[src/rtl/pipe_stage_reg.sv]
// pipe_stage_reg -- parametrised pipeline boundary register.
//
// Carries {valid, ctrl, data} through STAGES chained register slices with a
// global stall, a flush and bubble insertion at slice 0. Invalid slots always
// hold CTRL_IDLE in their control field so no enable can leak downstream.
//
// Ports:
//   CLK        clock, rising edge
//   RESET      asynchronous, active-high reset
//   STALL      every slice holds
//   FLUSH      invalidate every slice (overrides STALL and BUBBLE)
//   BUBBLE     slice 0 captures an invalid entry instead of the inputs
//   VALID_IN   upstream entry valid
//   CTRL_IN    upstream control field
//   DATA_IN    upstream payload
//   VALID_OUT  last-slice valid
//   CTRL_OUT   last-slice control (CTRL_IDLE whenever VALID_OUT=0)
//   DATA_OUT   last-slice payload
//   PARITY_ERR registered parity-mismatch pulse (only with PIPE_STAGE_PARITY_EN)
//
// Optional feature macro: PIPE_STAGE_PARITY_EN adds per-slice even parity
// over {ctrl,data} and the PARITY_ERR output.

module pipe_stage_reg #(
  parameter int unsigned          CTRL_W    = 2,
  parameter int unsigned          DATA_W    = 69,
  parameter int unsigned          STAGES    = 1,
  parameter logic [CTRL_W-1:0]    CTRL_IDLE = '0
) (
  input  logic              CLK,
  input  logic              RESET,
  input  logic              STALL,
  input  logic              FLUSH,
  input  logic              BUBBLE,
  input  logic              VALID_IN,
  input  logic [CTRL_W-1:0] CTRL_IN,
  input  logic [DATA_W-1:0] DATA_IN,
  output logic              VALID_OUT,
  output logic [CTRL_W-1:0] CTRL_OUT,
`ifdef PIPE_STAGE_PARITY_EN
  output logic [DATA_W-1:0] DATA_OUT,
  output logic              PARITY_ERR
`else
  output logic [DATA_W-1:0] DATA_OUT
`endif
);

  logic              valid_q [STAGES];
  logic [CTRL_W-1:0] ctrl_q  [STAGES];
  logic [DATA_W-1:0] data_q  [STAGES];

  logic              valid0_next;
  logic [CTRL_W-1:0] ctrl0_next;

  // A bubble or an invalid input both produce an idle control word.
  always_comb begin
    valid0_next = 1'b0;
    ctrl0_next  = CTRL_IDLE;
    if (!BUBBLE && VALID_IN) begin
      valid0_next = 1'b1;
      ctrl0_next  = CTRL_IN;
    end
  end

  always_ff @(posedge CLK or posedge RESET) begin
    if (RESET) begin
      for (int k = 0; k < int'(STAGES); k++) begin
        valid_q[k] <= 1'b0;
        ctrl_q[k]  <= CTRL_IDLE;
        data_q[k]  <= '0;
      end
    end else if (FLUSH) begin
      // Payload is deliberately left in place; only validity and control die.
      for (int k = 0; k < int'(STAGES); k++) begin
        valid_q[k] <= 1'b0;
        ctrl_q[k]  <= CTRL_IDLE;
      end
    end else if (!STALL) begin
      valid_q[0] <= valid0_next;
      ctrl_q[0]  <= ctrl0_next;
      data_q[0]  <= DATA_IN;
      for (int k = 1; k < int'(STAGES); k++) begin
        valid_q[k] <= valid_q[k-1];
        ctrl_q[k]  <= ctrl_q[k-1];
        data_q[k]  <= data_q[k-1];
      end
    end
  end

  assign VALID_OUT = valid_q[STAGES-1];
  assign CTRL_OUT  = ctrl_q[STAGES-1];
  assign DATA_OUT  = data_q[STAGES-1];

`ifdef PIPE_STAGE_PARITY_EN
  logic par_q [STAGES];

  // Parity follows the data rules: captured at slice 0, held on stall/flush.
  always_ff @(posedge CLK or posedge RESET) begin
    if (RESET) begin
      for (int k = 0; k < int'(STAGES); k++) begin
        par_q[k] <= 1'b0;
      end
    end else if (!FLUSH && !STALL) begin
      par_q[0] <= ^{ctrl0_next, DATA_IN};
      for (int k = 1; k < int'(STAGES); k++) begin
        par_q[k] <= par_q[k-1];
      end
    end
  end

  always_ff @(posedge CLK or posedge RESET) begin
    if (RESET) begin
      PARITY_ERR <= 1'b0;
    end else begin
      PARITY_ERR <= VALID_OUT && ((^{CTRL_OUT, DATA_OUT}) != par_q[STAGES-1]);
    end
  end
`endif

endmodule

[config.mk]
export PLATFORM = sky130hd
export DESIGN_NAME = pipe_stage_reg
export DESIGN_NICKNAME = d
export VERILOG_FILES = /design/src/rtl/pipe_stage_reg.sv
export SDC_FILE = /design/constraint.sdc
export NUM_CORES = 1
export LEC_CHECK = 0
export ABC_AREA = 0
export CAP_MARGIN = 10
export CORE_MARGIN = 5
export CORE_UTILIZATION = 39
export DETAILED_ROUTE_END_ITERATION = 8
export PLACE_DENSITY = 0.77
export SLEW_MARGIN = 20
export SYNTH_ARGS = -nofsm -noshare
export SYNTH_HDL_FRONTEND = slang
export SYNTH_SLANG_ARGS = --single-unit
[constraint.sdc]
create_clock -name CLK -period 2.95 [get_ports CLK]
set_input_delay 0.59 -clock CLK [delete_from_list [all_inputs] [get_ports CLK]]
set_output_delay 0.59 -clock CLK [all_outputs]
set_load 0.05 [all_outputs]
# Word level (Yosys, flattened, before mapping)
# Cells that the tools add are included.
[op_classes] reduce_logical=3 bitwise_logic=2 n_eq_ne=1 muxes=6
[ops] operator="2-bit 2-to-1 mux" n=3
[ops] operator="1-bit 2-to-1 mux" n=3
[ops] operator="2-bit by 1-bit != test with 1-bit output (second input constant)" n=1
[ops] operator="1-bit inverter" n=2
[ops] operator="2-bit AND reduction" n=1
[ops] operator="1-bit logical AND" n=1
[ops] operator="1-bit logical NOT" n=1
[totals] reg_bits=72 in_bits=77 word_cells=15 out_inout_bits=72

# Logic depth before layout (Yosys ltp)
[depth] ltp_word=5 ltp_mapped=4 ltp_nobuf=2

# Worst setup path before layout
# OpenSTA, ideal clock, no wires.
[synth_path] kind="input -> register" start="in FLUSH" end="reg data_q (netlist bit DATA_OUT[23])" t_arrival_ps=1376 n_path_buf=2 required_ps=2825 setup_ps=125 slack_ps=1449 path_stages=4 path_cell_list="nor2_2 -> buf_6 -> buf_6 -> mux2_4"
[synth_between] elab_chain_cells=2
[synth_rtl] item="from (decl)" line="33" source="input logic FLUSH,"
[synth_rtl] item="1-bit inverter (no line)"
[synth_rtl] item="2-bit AND reduction (no line)"
[synth_rtl] item="to (signal, indexed assignment)" line="85" source="data_q[k] <= data_q[k-1];"
[synth_rtl] item="to (decl)" line="50" source="logic [DATA_W-1:0] data_q [STAGES];"
# Every way passes these cells.
# A chain may end at the register's enable or synchronous reset.

# Worst setup path after layout
[layout_path] start="reg data_q (netlist bit DATA_OUT[37])" end="out DATA_OUT[37]"
[layout_lines] item="to (decl)" line="44" source="output logic [DATA_W-1:0] DATA_OUT"
# No word-level cell between the ends.

==> impl_metrics.tcl <==
set metrics [dict create \
    syn_area_per_cell_um2 17.18 \
    synthSimpleGateAreaFrac_pct 1.787 \
    postCtsSetupRepairBufs 0 \
    drive_gt1_share_pct 27.27 \
    power.leakage_uw 0.001855 \
    cts_num_sinks 72 \
    finalInstanceArea_um2 4512 \
    cts_root_buffer "clkbuf_8" \
    start_util_pct 40.20 \
    dr.pass1.iters 4 \
    worstMarginPinSlew_ns 0.5387 \
    path_cells "clkdlybuf4s50_1" \
    hold_buffers 0 \
    slew_headroom_pct 63.97 \
    final_nets 392 \
    finalSetupViolCount 0 \
    gp_congestion 0.7342 \
    clk_pin_slew_ns 0.07 \
    globalRouteOverflowTotal 0 \
    avgRoutedWirePerCell_um 16.10 \
    async_reset_ff_share_pct 100.0 \
    cp_slowest_cell "clkdlybuf4s50_1" \
    startpoint_type "flop" \
    synth_compound_area_share_pct 0.5497 \
    vias_per_cell 4.557 \
    die_w_um 93.69 \
    min-delay-start "DATA_OUT[20]" \
    ys_warn_count 0 \
    crit_fanout 2 \
    syn-num-nets 236 \
    finalClockSkew_ns 0 \
    placed_cells 400 \
    syn_to_final_growth_pct 65.19 \
    htreeDepth 3 \
    crit_start "DATA_OUT[37]" \
    ant_nets 0 \
    max_freq_ghz 0.4733 \
    placementRows 30 \
    synth_cell_types 11 \
    setup_ws_ns 0.8372 \
    vdd_ir_drop_max_uv 325.0 \
    cp_top_family "buffers and inverters" \
    utilization_pct 66.41 \
    synth_most_common_cell "dfrtp_1" \
    grt_max_degree 58 \
    cts_tree "yes" \
    place_area_um2 4345 \
    cpPeakStageDelay_ns 0.83 \
    grt_antenna_before_repair 0 \
    maxCapViolations 0 \
    rsz0062_at_grt "no" \
    setup.worst_path.end_class "primary output" \
    grtUsageTotal_pct 15.46 \
    critPathRequiredTime_ns 2.36 \
    die_area_um2 8777 \
    initialDrtViolationCount 40 \
    synth_flop_cell "dfrtp_1" \
    num-fill-cells 524 \
    clk_path_buf_depth 2 \
    cellPowerDensity_nw_per_um2 663.4 \
    ctsResizeCount 0 \
    grt_pass1_vias 2095 \
    synth_top_family_by_area "multiplexers" \
    post-route-period-util_pct 71.62 \
    critPathKind "reg2out" \
    dp_worst_setup_slack_ns 0.8178 \
    synth_top_area_share_pct 65.96 \
    grt_pass1_wl_mm 10.38 \
    ios 149 \
    synth_mux_area_share_pct 29.82 \
    ys_ff_latch 72 \
    insertion_delay_ns 0.33 \
    outcome "finished, final reports clean" \
    die_h_um 93.69 \
    port_buffers 148 \
    cp_num_buf_inv 1 \
    synth_top_area_cell "dfrtp_1" \
    ys_seq_area_share_pct 65.96 \
    netlist_area_um2 2731 \
    coreArea_um2 6794 \
    period_needed_ns 2.113 \
    hold_violations 0 \
    drc 0 \
    synth_adder_area_share_pct 0 \
    setup_tns_ns 0 \
    synthTopCellsByCount "dfrtp_1, mux2_2, mux2_4, buf_2" \
    drt_wl_total_mm 6.682 \
    slew_violations 0 \
    synth_edf_count 0 \
    numCtsBuffers 9 \
    diodes 0 \
    r2r_start "DATA_OUT[1]" \
    syn_inst 159 \
    synth-xor-area-share_pct 0 \
    layout.cells.non_filler 415 \
    worstPathArrival_ns 1.52 \
    hpwl_mm 5.044 \
    hp-class "reg2reg" \
    synth.area.top_cells "dfrtp_1, mux2_2, mux2_4" \
    vias 1891 \
]
## cells by family after synthesis
family	Yosys count
buf+inv	8
mux	69
flops	72
simple gates	7
compound gates	3
## final timing paths
path / end / slack [ns] / depth (start not counted)
max in group asynchronous: DATA_OUT[2] / 1.75 / 3
setup reg to reg: DATA_OUT[1] / 2.18 / 1
min in group asynchronous: DATA_OUT[51] / 0.59 / 2
hold reg to reg: DATA_OUT[20] / 0.50 / 1
setup / recovery: DATA_OUT[37] / 0.84 / 1
hold / removal: DATA_OUT[20] / 0.50 / 1
## routing by layer
metal	vias up	wire (µm)	global-route usage, %
met2	88	3375	25.78
met5	-	0	0
met4	0	108	5.535
met3	11	668	7.452
met1	922	2530	17.12
li1	870	-	-
## cells in the final DEF (no fill, tap or decap)
cell type,n
a21oi_1,3
buf_12,2
buf_4,2
clkbuf_1,4
clkbuf_8,11
clkdlybuf4s50_1,148
dfrtp_1,72
inv_2,1
mux2_2,59
mux2_4,10
nand2_1,3
nand4bb_1,2
nor2_4,1
or3b_2,1
## cell type report
type / count / area [µm²] / share of cell area (%)
Clock buffer: 15 / 166.4 / 3.688
Inverter: 1 / 3.754 / 0.08319
Sequential cell: 72 / 1802 / 39.93
Tap cell: 96 / 120.1 / 2.662
Timing Repair Buffer: 152 / 1536 / 34.05
Multi-Input combinational cell: 79 / 883.3 / 19.58
## report_power, final
group	leakage (µW)	switching, µW	internal (µW)
combinational	0.000920	669	454
sequential	0.000851	70.4	1130
clock	0.0000838	323	349
## through the flow
| step | power, µW | hold WS [ns] |
|---|---|---|
| after floorplan | 1903 | 0.6531 |
| after global placement | 2334 | 0.4894 |
| final | 2993 | 0.5043 |
| after CTS | 3036 | 0.5107 |
| after global routing | 3128 | 0.5275 |
| after detailed placement | 2351 | 0.4926 |
## flip-flops by register name (all words and copies together) (netlist names)
name,count
DATA_OUT,69
CTRL_OUT,2
VALID_OUT,1
(Power assumes the default switching activity.)
